File: config.mk
export PLATFORM = sky130hd
export DESIGN_NAME = hdlc_rx_frontend
export DESIGN_NICKNAME = d
export VERILOG_FILES = /design/src/rtl/hdlc_rx_frontend.sv
export SDC_FILE = /design/constraint.sdc
export NUM_CORES = 1
export LEC_CHECK = 0
export CORE_MARGIN = 2
export CORE_UTILIZATION = 30
export CTS_CLUSTER_SIZE = 30
export DETAILED_ROUTE_END_ITERATION = 8
export DONT_BUFFER_PORTS = 1
export GPL_ROUTABILITY_DRIVEN = 0
export HOLD_SLACK_MARGIN = 0.1
export PLACE_DENSITY = 0.47
export SYNTH_ARGS = -nofsm -noshare
export SYNTH_HDL_FRONTEND = slang
export SYNTH_SLANG_ARGS = --single-unit
File: constraint.sdc
create_clock -name Clk -period 2.1 [get_ports Clk]
set_input_delay 0.315 -clock Clk [delete_from_list [all_inputs] [get_ports Clk]]
set_output_delay 0.315 -clock Clk [all_outputs]
set_load 0.01 [all_outputs]
File: src/rtl/hdlc_rx_frontend.sv
// HDLC receive front-end: flag/abort detection, zero removal, byte assembly.
// Optional line-idle detector enabled by defining RX_IDLE_DETECT_EN.
module hdlc_rx_frontend #(
    parameter int FRAME_MIN_BYTES = 1
) (
    input  logic       Clk,
    input  logic       Rst,
    input  logic       RxEN,
    input  logic       Rx,
    output logic       Rx_FlagDetect,
    output logic       Rx_AbortDetect,
    output logic       Rx_ValidFrame,
    output logic [7:0] Rx_Data,
    output logic       Rx_NewByte,
    output logic       Rx_EoF,
`ifdef RX_IDLE_DETECT_EN
    output logic       Rx_NonAligned,
    output logic       Rx_IdleDetect
`else
    output logic       Rx_NonAligned
`endif
);

    localparam logic [7:0] FLAG_PAT  = 8'b0111_1110;
    localparam logic [7:0] ABORT_PAT = 8'b0111_1111;
    localparam logic [7:0] MIN_BYTES = 8'(FRAME_MIN_BYTES);

    typedef enum logic {
        HUNT  = 1'b0,
        FRAME = 1'b1
    } state_t;

    state_t      state_q, state_d;
    logic [7:0]  win_q, win_d;
    logic [2:0]  ones_q, ones_d;
    logic [2:0]  bits_q, bits_d;
    logic [6:0]  shift_q, shift_d;
    logic [7:0]  bytes_q, bytes_d;
    logic [2:0]  skip_q, skip_d;
    logic [7:0]  data_q, data_d;
    logic        flag_q, flag_d;
    logic        abort_q, abort_d;
    logic        valid_q, valid_d;
    logic        newb_q, newb_d;
    logic        eof_q, eof_d;
    logic        nal_q, nal_d;

    logic        flag_m;
    logic        abort_m;
    logic        cand;
    logic        keep;
    logic        idle_hit;

    assign flag_m  = (win_q == FLAG_PAT);
    assign abort_m = (win_q == ABORT_PAT);
    // The bit leaving the window is the data candidate, so a flag never
    // reaches the assembler while it is still inside the window.
    assign cand    = win_q[7];

`ifdef RX_IDLE_DETECT_EN
    logic [3:0]  idle_cnt_q, idle_cnt_d;
    logic        idle_q, idle_d;

    assign idle_hit = RxEN && Rx && (idle_cnt_q == 4'hF);

    // Count consecutive raw ones; the level follows one edge behind.
    always_comb begin
        idle_cnt_d = idle_cnt_q;
        idle_d     = idle_q;
        if (RxEN) begin
            if (Rx) begin
                if (idle_cnt_q != 4'hF) begin
                    idle_cnt_d = idle_cnt_q + 4'd1;
                end
                idle_d = (idle_cnt_q == 4'hF);
            end else begin
                idle_cnt_d = 4'd0;
                idle_d     = 1'b0;
            end
        end
    end

    // Idle detector registers.
    always_ff @(posedge Clk) begin
        if (!Rst) begin
            idle_cnt_q <= 4'd0;
            idle_q     <= 1'b0;
        end else begin
            idle_cnt_q <= idle_cnt_d;
            idle_q     <= idle_d;
        end
    end

    assign Rx_IdleDetect = idle_q;
`else
    assign idle_hit = 1'b0;
`endif

    // Framing FSM, zero removal and byte assembly.
    always_comb begin
        state_d = state_q;
        win_d   = win_q;
        ones_d  = ones_q;
        bits_d  = bits_q;
        shift_d = shift_q;
        bytes_d = bytes_q;
        skip_d  = skip_q;
        data_d  = data_q;
        flag_d  = 1'b0;
        abort_d = 1'b0;
        newb_d  = 1'b0;
        eof_d   = 1'b0;
        nal_d   = 1'b0;
        keep    = 1'b0;
        if (RxEN) begin
            win_d   = {win_q[6:0], Rx};
            flag_d  = flag_m;
            abort_d = abort_m;
            unique case (state_q)
                HUNT: begin
                    if (flag_m) begin
                        state_d = FRAME;
                        ones_d  = 3'd0;
                        bits_d  = 3'd0;
                        shift_d = 7'd0;
                        bytes_d = 8'd0;
                        // The rest of the flag still has to drain out.
                        skip_d  = 3'd7;
                    end
                end
                FRAME: begin
                    if (flag_m) begin
                        if (bytes_q >= MIN_BYTES) begin
                            eof_d   = 1'b1;
                            nal_d   = (bits_q != 3'd0);
                            state_d = HUNT;
                        end else begin
                            ones_d  = 3'd0;
                            bits_d  = 3'd0;
                            shift_d = 7'd0;
                            bytes_d = 8'd0;
                            skip_d  = 3'd7;
                        end
                    end else if (abort_m || idle_hit) begin
                        state_d = HUNT;
                    end else if (skip_q != 3'd0) begin
                        skip_d = skip_q - 3'd1;
                    end else begin
                        if (cand) begin
                            keep = 1'b1;
                            if (ones_q != 3'd7) begin
                                ones_d = ones_q + 3'd1;
                            end
                        end else begin
                            keep   = (ones_q != 3'd5);
                            ones_d = 3'd0;
                        end
                        if (keep) begin
                            shift_d = {shift_q[5:0], cand};
                            bits_d  = bits_q + 3'd1;
                            if (bits_q == 3'd7) begin
                                data_d = {shift_q, cand};
                                newb_d = 1'b1;
                                if (bytes_q != 8'hFF) begin
                                    bytes_d = bytes_q + 8'd1;
                                end
                            end
                        end
                    end
                end
                default: state_d = HUNT;
            endcase
        end
        // An abort keeps the frame valid for the pulse cycle itself.
        valid_d = (state_d == FRAME) ||
                  (RxEN && abort_m && (state_q == FRAME));
    end

    // State and output registers.
    always_ff @(posedge Clk) begin
        if (!Rst) begin
            state_q <= HUNT;
            win_q   <= 8'd0;
            ones_q  <= 3'd0;
            bits_q  <= 3'd0;
            shift_q <= 7'd0;
            bytes_q <= 8'd0;
            skip_q  <= 3'd0;
            data_q  <= 8'd0;
            flag_q  <= 1'b0;
            abort_q <= 1'b0;
            valid_q <= 1'b0;
            newb_q  <= 1'b0;
            eof_q   <= 1'b0;
            nal_q   <= 1'b0;
        end else begin
            state_q <= state_d;
            win_q   <= win_d;
            ones_q  <= ones_d;
            bits_q  <= bits_d;
            shift_q <= shift_d;
            bytes_q <= bytes_d;
            skip_q  <= skip_d;
            data_q  <= data_d;
            flag_q  <= flag_d;
            abort_q <= abort_d;
            valid_q <= valid_d;
            newb_q  <= newb_d;
            eof_q   <= eof_d;
            nal_q   <= nal_d;
        end
    end

    assign Rx_FlagDetect  = flag_q;
    assign Rx_AbortDetect = abort_q;
    assign Rx_ValidFrame  = valid_q;
    assign Rx_Data        = data_q;
    assign Rx_NewByte     = newb_q;
    assign Rx_EoF         = eof_q;
    assign Rx_NonAligned  = nal_q;

endmodule
==> impl_summary.log, run 1 <==
INFO  metric fin_nets = 274
INFO  metric drt.antenna.violating_nets = 0
INFO  metric post_cts.repair.setup_buffers = 0
INFO  metric final.setup.worst_slack = 0.121 ns
INFO  metric avgSynthCellArea = 9.40 sq um
INFO  metric route.detailed.wl_per_inst = 15.8 um
INFO  metric grt_antenna_before_repair = 0
INFO  metric clock_sink_count = 47
INFO  metric worst_pin_slew = 0.587 ns
INFO  metric fraction_of_layout_cells_with_a_size_suffix_above_1 = 14.3%
INFO  metric maxCapViolations = 0
INFO  metric floorplan.initialDensity = 30.9%
INFO  metric wirelength_met1 = 2800 um
INFO  metric clkTransAtPathRegs = 0.09 ns
INFO  metric drc = 0
INFO  metric met3RoutedLength = 95 um
INFO  metric detail_route.first_pass.iterations = 4
INFO  metric top_signal_layer_used = met4
INFO  metric core_area = 7690 sq um
INFO  metric wl = 5690 um
INFO  metric critPathLaunchType = flip-flop
INFO  metric final_cell_mix = sky130_fd_sc_hd__dfxtp_1, sky130_fd_sc_hd__mux2i_1, sky130_fd_sc_hd__nand2_1
INFO  metric worst_hold_path_type = input pin to flip-flop
INFO  metric floorplan.die.height = 93.0 um
INFO  metric grt_pass1_wl = 9750 um
INFO  metric clock.fmax = 0.505 GHz
INFO  metric synthesis.instances = 253
INFO  metric dr_total_vias = 1920
INFO  metric required = 2.30 ns
INFO  metric mappedNetlistArea = 2380 sq um
INFO  metric crit_path_end_kind = flip-flop
INFO  metric die_x = 93.0 um
INFO  metric grt-ovfl-total = 0
INFO  metric synthTopCellsByArea = sky130_fd_sc_hd__dfxtp_1, sky130_fd_sc_hd__mux2i_1, sky130_fd_sc_hd__ha_1
INFO  metric via_count_of_the_first_global_routing_pass = 1908
INFO  metric grt_start_max_net_pins = 32
INFO  metric fin_worst_hold_slack = 0.129 ns
INFO  metric insertion_delay = 0.30 ns
INFO  metric post_drt_via_cell_ratio = 5.32
INFO  metric cp_max_fo = 6
INFO  metric yosys.area.top_type = sky130_fd_sc_hd__dfxtp_1
INFO  metric yosysWarnings = 0
INFO  metric fp.dieArea = 8660 sq um
INFO  metric core.rowCount = 32
INFO  metric postSynth.asyncResetShare = 0%
INFO  metric final_period_minus_worst_setup_slack = 1.98 ns
INFO  metric status = finished, final reports clean
INFO  metric synthesized_flop_and_latch_total = 47
INFO  metric total_leakage_power = 0.938 nW
INFO  metric yosys.cell_types.count = 54
INFO  metric clock-skew-final = 0.00982 ns
INFO  metric peakVddDrop = 0.234 mV
INFO  metric met2RoutedLength = 2680 um
INFO  metric drtIter0Drc = 71
INFO  metric timing.final.setup_violations = 0
INFO  metric seq_area_frac_synth = 39.6%
INFO  metric boundaryPins = 18
INFO  metric clock_tree_from_tritoncts = yes
INFO  metric antenna_cells_inserted = 0
INFO  metric timing.critical_path.arrival = 2.18 ns
INFO  metric relSlewSlack = 60.8%
INFO  metric post_dp_hpwl = 3910 um
INFO  metric cts_buffer_depth = 2
INFO  metric cts-root-buf = sky130_fd_sc_hd__clkbuf_8
INFO  metric cts_inserted_buffers = 5
INFO  metric htree_levels = 2
INFO  metric holdBufCountCts = 0
INFO  metric number_of_buffer_cells_added_on_primary_ports = 0
INFO  metric layout.cells.most_common = sky130_fd_sc_hd__dfxtp_1
INFO  metric synth.net_count = 268
INFO  metric placement.setup.worst_slack = 0.117 ns
INFO  metric hold_viol_final = 0
INFO  metric finalCoreUtilization = 35.0%
INFO  metric timing_max_transition_violations_final = 0
INFO  metric synth_enable_flop_cells = 0
INFO  metric area_share_of_the_largest_cell_type_after_synthesis = 39.6%
INFO  metric area_growth_syn_to_layout = 13.3%
INFO  metric layout_worst_path_cycle_share = 94.2%
INFO  metric critPathKind = flip-flop to flip-flop
INFO  metric power.density = 587 nW/um^2
INFO  metric synth_flop_cell = sky130_fd_sc_hd__dfxtp_1
INFO  metric grt_usage = 14.2%
[per-layer routing]
layer	vias up	global-route usage (%)
met1	928	19.2
met4	0	5.76
met3	9	2.18
li1	968	-
met5	-	0
met2	15	22.6
[worst paths after layout]
kind                                 start        endpoint  slack (ns)  depth (start not counted)
worst max-delay path            bytes_q[0]      bytes_q[7]        0.12                          6
worst min-delay path                   Rst  Rx_AbortDetect        0.13                          2
worst max register to register  bytes_q[0]      bytes_q[7]        0.12                          6
worst min register to register   skip_q[0]       skip_q[0]        0.48                          1
[critical path, cell delays in order, from the launching register on]
cell,delay (ns)
sky130_fd_sc_hd__dfxtp_1,0.36
sky130_fd_sc_hd__inv_1,0.11
sky130_fd_sc_hd__ha_1,0.15
sky130_fd_sc_hd__or4b_4,0.49
sky130_fd_sc_hd__o21ai_4,0.27
sky130_fd_sc_hd__a22oi_4,0.16
sky130_fd_sc_hd__o311a_1,0.35
[cell type report]
type,instances,area (sq um)
Fill cell,787,4990
Multi-Input combinational cell,174,1330
Sequential cell,47,941
Timing Repair Buffer,17,140
Tap cell,102,128
Clock buffer,6,72.6
Inverter,14,52.6
Clock inverter,1,30.0
[what timing repair did]
item	4_1_cts	5_1_grt
endpoints found under the setup margin	0	10
hold endpoints to repair	0	0
resized for setup	0	8
[synthesized netlist by cell type, types with 3 or more instances]
cell type,n
sky130_fd_sc_hd__dfxtp_1,47
sky130_fd_sc_hd__mux2i_1,20
sky130_fd_sc_hd__nand2_1,20
sky130_fd_sc_hd__inv_1,13
sky130_fd_sc_hd__nor2_1,13
sky130_fd_sc_hd__clkbuf_1,12
sky130_fd_sc_hd__nand3_1,12
sky130_fd_sc_hd__a21oi_1,11
sky130_fd_sc_hd__ha_1,11
sky130_fd_sc_hd__nand4_1,11
sky130_fd_sc_hd__o31ai_1,9
sky130_fd_sc_hd__a211oi_1,7
sky130_fd_sc_hd__a31oi_1,4
sky130_fd_sc_hd__nor3_1,3
sky130_fd_sc_hd__nor4_1,3
sky130_fd_sc_hd__o2111a_1,3
sky130_fd_sc_hd__o21ai_0,3
[flip-flops by register name, indices dropped and copies added (netlist names), 3 cells and up]
signal / cells
Rx_Data: 8
bits_q: 3
bytes_q: 8
ones_q: 3
shift_q: 7
skip_q: 3
win_q: 8
[power breakdown]
| group | switching [mW] | internal, mW |
|---|---|---|
| clock | 0.312 | 0.350 |
| sequential | 0.00185 | 0.893 |
| combinational | 0.0151 | 0.0104 |
[cell families after synthesis]
family	count (synthesis)	synth area share, %
buffers and inverters	32	5.79
multiplexers	20	8.42
flip-flops	47	39.6
AND/OR/NAND/NOR	81	19.5
AO/OA/AOI/OAI	62	21.0
adder cells (fa/ha/maj)	11	5.79
[per-stage QoR]
stage          std cells  total power, mW  cell area, sq um  setup TNS, ns
2_1_floorplan        253            0.943              2380              0
3_3_place_gp         354            0.941              2560              0
3_5_place_dp         354            0.942              2560              0
4_1_cts              361             1.60              2660              0
5_1_grt              361             1.63              2690       -0.00263
6_report             361             1.58              2690              0
No activity file was read; power rests on OpenSTA's default activity.
==> run 2, diff against run 1 <==
- SKIP_LAST_GASP: unset -> 1
==> results of run 2 <==
Same layout as run 1: the final DEF is identical, and so are final timing and power.
==> run 3, diff against run 2 <==
- CORE_ASPECT_RATIO: unset -> 1.4
- GPL_TIMING_DRIVEN: unset -> 0
==> run 3 against run 2 <==
Die area rose by 0.12%. Critical path depth did not move. Clock skew fell by 0.0036 ns. Wire length rose by 5.3%. Register-to-register slack got worse by 0.09 ns. Critical path type unchanged. Largest cell class unchanged. Largest power group unchanged.
==> impl_summary.log, run 3 (synthesis results as in run 1) <==
INFO  metric htree_levels = 2
INFO  metric fin_nets = 277
INFO  metric crit_chain = inv_1 > ha_1 > or4b_4 > o21ai_4 > a22oi_4 > o311a_1
INFO  metric critPathLaunchType = flip-flop
INFO  metric final_period_minus_worst_setup_slack = 2.07 ns
INFO  metric total_leakage_power = 0.909 nW
INFO  metric critical-path-max-stage-delay = 0.52 ns
INFO  metric cp_max_fo = 7
INFO  metric floorplan.die.height = 109 um
INFO  metric worst_pin_slew = 0.646 ns
INFO  metric holdBufCountCts = 0
INFO  metric worst_hold_path_type = input pin to flip-flop
INFO  metric number_of_buffer_cells_added_on_primary_ports = 0
INFO  metric p_int = 1.20 mW
INFO  metric grt-ovfl-total = 0
INFO  metric n_fill_cell = 843
INFO  metric post_drt_via_cell_ratio = 5.39
INFO  metric final_cell_mix = sky130_fd_sc_hd__dfxtp_1, sky130_fd_sc_hd__mux2i_1, sky130_fd_sc_hd__nand2_1
INFO  metric peakVddDrop = 0.227 mV
INFO  metric post_dp_hpwl = 4310 um
INFO  metric clock.fmax = 0.484 GHz
INFO  metric cts_inserted_buffers = 5
INFO  metric wl = 5990 um
INFO  metric layout_worst_path_cycle_share = 98.4%
INFO  metric final_power = 1.55 mW
INFO  metric crit_path_end_kind = flip-flop
INFO  metric cpMaxStageDelayCell = sky130_fd_sc_hd__or4b_4
INFO  metric power_frac_seq = 57.7%
INFO  metric design_area = 2660 sq um
INFO  metric cts-root-buf = sky130_fd_sc_hd__clkbuf_8
INFO  metric grt_start_max_net_pins = 14
INFO  metric timing_max_transition_violations_final = 0
INFO  metric finalCoreUtilization = 34.6%
INFO  metric via_count_of_the_first_global_routing_pass = 1892
INFO  metric grt_pass1_wl = 9820 um
INFO  metric fraction_of_layout_cells_with_a_size_suffix_above_1 = 12.2%
INFO  metric detail_route.first_pass.iterations = 4
INFO  metric placement.cell_area = 2500 sq um
INFO  metric route.detailed.wl_per_inst = 16.5 um
INFO  metric maxCapViolations = 0
INFO  metric antenna_cells_inserted = 0
INFO  metric fp.dieArea = 8670 sq um
INFO  metric floorplan.initialDensity = 30.9%
INFO  metric p_switching = 0.350 mW
INFO  metric required = 2.31 ns
INFO  metric drt.antenna.violating_nets = 0
INFO  metric core.rowCount = 38
INFO  metric drc = 0
INFO  metric dr_total_vias = 1957
INFO  metric clock_sink_count = 47
INFO  metric fin_worst_hold_slack = 0.155 ns
INFO  metric cts_buffer_depth = 2
INFO  metric critPathKind = flip-flop to flip-flop
INFO  metric clock_tree_from_tritoncts = yes
INFO  metric crit-reg2reg-launch = bytes_q[1]
INFO  metric p_clk_share = 39.9%
INFO  metric hold_start = Rx
INFO  metric crit_start = bytes_q[1]
INFO  metric drtIter0Drc = 132
INFO  metric grt_antenna_before_repair = 0
INFO  metric core_area = 7700 sq um
INFO  metric status = finished, final reports clean
INFO  metric area_growth_syn_to_layout = 11.9%
INFO  metric reg2reg_depth = 6
INFO  metric grt_setup_unrepaired = true
INFO  metric timing.hold.worst_path_depth = 2
INFO  metric timing.critical_path.arrival = 2.28 ns
INFO  metric combPwrFrac = 2.4%
INFO  metric tns = 0 ns
INFO  metric relSlewSlack = 56.9%
INFO  metric power.density = 583 nW/um^2
INFO  metric netSwitchingFraction = 22.5%
INFO  metric die_x = 79.3 um
INFO  metric timing.final.setup_violations = 0
INFO  metric boundaryPins = 18
INFO  metric clkTransAtPathRegs = 0.09 ns
INFO  metric hold_viol_final = 0
INFO  metric insertion_delay = 0.31 ns
INFO  metric layout.cells.most_common = sky130_fd_sc_hd__dfxtp_1
INFO  metric grt_usage = 14.9%
INFO  metric clock-skew-final = 0.00626 ns
==> run 3: cell count changes in the layout (fill, tap and decap cells not counted), moves of 3 or more <==
cell	delta
sky130_fd_sc_hd__buf_6	+3
sky130_fd_sc_hd__buf_4	-15
sky130_fd_sc_hd__clkbuf_1	+9
sky130_fd_sc_hd__clkbuf_2	+3
==> run 3: worst paths after layout <==
check | to | slack [ns]
setup reg to reg | bytes_q[7] | 0.03
hold / removal | win_q[0] | 0.15
hold reg to reg | skip_q[0] | 0.48
setup / recovery | bytes_q[7] | 0.03
==> run 3: final cells by class <==
| class | count | area [sq um] | area share [%] |
|---|---|---|---|
| timing repair buffer | 2 | 18.8 | 0.705 |
| tap | 100 | 125 | 4.70 |
| inverter | 14 | 52.6 | 1.97 |
| multi-input combinational | 174 | 1330 | 50.0 |
| buffer | 18 | 88.8 | 3.34 |
| clock buffer | 8 | 100 | 3.76 |
| sequential | 47 | 946 | 35.5 |
==> run 3: worst max-delay path: cells and delay by family, from the launching register on <==
kind                     cells  cell delay, ns
flip-flops                   1            0.37
AO/OA/AOI/OAI                3            0.84
buffers and inverters        1            0.06
AND/OR/NAND/NOR              1            0.52
adder cells (fa/ha/maj)      1            0.17
==> run 3: what timing repair did <==
action / 4_1_cts / 5_1_grt
resized for setup: 2 / 18
pin swaps: 0 / 2
setup buffers: 0 / 1
gates cloned: 0 / 1
setup endpoints to repair: 11 / 24
==> run 3: power groups by stage <==
stage	clock (mW)	combinational, mW	sequential [mW]
2_1_floorplan	0	0.0269	0.916
3_3_place_gp	0	0.0378	0.917
3_5_place_dp	0	0.0376	0.917
4_1_cts	0.648	0.0377	0.896
5_1_grt	0.689	0.0407	0.896
6_report	0.619	0.0369	0.895
==> run 3: routing by layer <==
metal | GRT usage [%] | vias up | part of all wire, %
met5 | 0 | - | 0
met4 | 7.64 | 0 | 2.3
met3 | 2.96 | 9 | 2.2
met2 | 25.2 | 25 | 49
met1 | 17.8 | 952 | 46
li1 | - | 971 | -
==> run 3: per-stage QoR <==
stage | std cells | setup WS [ns]
finish | 363 | 0.0336
global route | 363 | -0.0486
CTS | 361 | -0.0122
detailed placement | 353 | -0.0487
global placement | 353 | -0.0633
floorplan | 253 | 0.159
==> RTL edit: new RTL, settings of run 3 <==
Register the output `Rx_AbortDetect` once more, cleared by the reset; this adds one clock of latency there. The other outputs are not delayed to match.
--- a/src/rtl/hdlc_rx_frontend.sv
+++ b/src/rtl/hdlc_rx_frontend.sv
@@ -212,7 +212,13 @@
     end
 
     assign Rx_FlagDetect  = flag_q;
-    assign Rx_AbortDetect = abort_q;
+    always_ff @(posedge Clk) begin
+        if (!Rst) begin
+            Rx_AbortDetect <= '0;
+        end else begin
+            Rx_AbortDetect <= abort_q;
+        end
+    end
     assign Rx_ValidFrame  = valid_q;
     assign Rx_Data        = data_q;
     assign Rx_NewByte     = newb_q;
Function: changed (a bounded check fails within 10 cycles, from zero or initial values and one cycle with Rst low).
==> RTL edit against run 3 <==
Power up 8.3%. Wire length down 12%. Synthesized area down 4.4%. Cell area up 2.1%. Fmax up 0.23%. Sequential cell count up 1. First-iteration DRC count down 32%. Sequential share of layout area up 0.11 points. Setup slack better by 0.0048 ns. Largest cell class unchanged. Critical path depth up 1.
==> RTL edit: results (changes against run 3) <==
{| class="wikitable"
! Metric !! Value
|-
| Status || finished, final reports clean
|-
| Number of DRC markers in iteration 0 || 90 (-32%)
|-
| Gate count after technology mapping || 242 (-4.3%)
|-
| Post-CTS repair timing setup buffer count || 4 (+4)
|-
| Global Route met2 Usage || 21.6% (-3.7 points)
|-
| # placed instances || 339 (-4.0%)
|-
| Commonest cells in the synthesized netlist || 48 x sky130_fd_sc_hd__dfxtp_1, 27 x sky130_fd_sc_hd__mux2i_1, 26 x sky130_fd_sc_hd__nor2_1, 25 x sky130_fd_sc_hd__nand2_1, 11 x sky130_fd_sc_hd__ha_1
|-
| TritonCTS Buffers || 5 (unchanged)
|-
| Post-cts resize count || 13 (+11)
|-
| Syn nets || 257 (-4.1%)
|-
| Worst setup timing slack at the placement stage || -0.217 ns (-0.168 ns)
|-
| Vias in the first global route || 1,739 (-8.1%)
|-
| Worst endpoint data arrival time || 2.32 ns (+0.04 ns)
|-
| Worst vdd ir || 499 uV (+120%)
|-
| Met2 WL || 2600 um (-12%)
|-
| M1 GR Usage || 16.2% (-1.7 points)
|-
| Largest cells by area after synthesis || sky130_fd_sc_hd__dfxtp_1 42%, sky130_fd_sc_hd__mux2i_1 12%, sky130_fd_sc_hd__ha_1 6.1%
|-
| Average wire length per cell after detail routing || 14.8 um (-10%)
|-
| Post-Place Cell Area || 2400 um^2 (-4.3%)
|-
| Wire length of the first global-routing pass || 8660 um (-12%)
|-
| Global Route met3 Usage || 3.20% (+0.24 points)
|-
| Critical-path top delay cell || sky130_fd_sc_hd__or4b_4
|-
| Crit-path max cell delay || 0.50 ns (-0.02 ns)
|-
| Leak || 1.01 nW (+11%)
|-
| Relative max-transition margin || 57.1% (+0.16 points)
|-
| Post-synthesis sequential area ratio || 42.2% (+2.7 points)
|-
| Fin Clk Skew || 0.00860 ns (+0.00234 ns)
|-
| Met3 Wirelength || 134 um (+0.75%)
|-
| Final net count || 275 (-0.72%)
|-
| Distinct cells, synth || 50 (-7.4%)
|-
| Internal power contribution || 1.31 mW (+9.1%)
|-
| Met1 WL || 2380 um (-14%)
|-
| Total length of routed wires || 5300 um (-12%)
|-
| Placed wire-length estimate after detailed placement || 3580 um (-17%)
|-
| Fraction of layout cells with a size suffix above 1 || 19.5% (+7.4 points)
|}
==> RTL edit: cell count changes after synthesis, moves of 4 or more <==
cell	delta
sky130_fd_sc_hd__inv_1	-4
sky130_fd_sc_hd__nand3_1	-7
sky130_fd_sc_hd__nand4_1	-7
sky130_fd_sc_hd__nor2_1	+13
sky130_fd_sc_hd__nand2_1	+5
sky130_fd_sc_hd__a21oi_1	-7
sky130_fd_sc_hd__mux2i_1	+7
sky130_fd_sc_hd__a211oi_1	-7
sky130_fd_sc_hd__o31ai_1	-5
==> RTL edit: power by group through the flow <==
stage	clock, mW	combinational (mW)	sequential, mW
global route	0.782	0.0573	0.911
finish	0.719	0.0515	0.910
detailed placement	0	0.0478	0.934
global placement	0	0.0486	0.934
CTS	0.744	0.0481	0.910
floorplan	0	0.0331	0.934
==> RTL edit: cell families (layout without fill, tap and decap cells) <==
logic type,Yosys count,in the layout,synth area share [%]
and+or+nand+nor,91,91,21.0
buffers and inverters,24,43,4.18
adders and majority gates,11,11,6.05
muxes,27,27,11.9
DFF,48,48,42.2
AOI/OAI and AO/OA,41,41,14.6
==> RTL edit: worst paths after layout <==
check | depth (start not counted) | endpoint | slack (ns)
setup / recovery | 7 | bytes_q[5]$_SDFFE_PN0P_ | 0.04
hold / removal | 2 | win_q[0]$_SDFFE_PN0P_ | 0.15
setup reg to reg | 7 | bytes_q[5]$_SDFFE_PN0P_ | 0.04
hold reg to reg | 1 | Rx_AbortDetect$_SDFF_PN0_ | 0.44
==> RTL edit: layout make-up <==
type	count	area, um^2
tap	97	121
timing repair buffer	11	75.1
clock inverter	2	38.8
buffer	13	75.1
inverter	11	43.8
clock buffer	6	82.6
fill	749	4640
sequential	48	968
multi-input combinational	170	1310
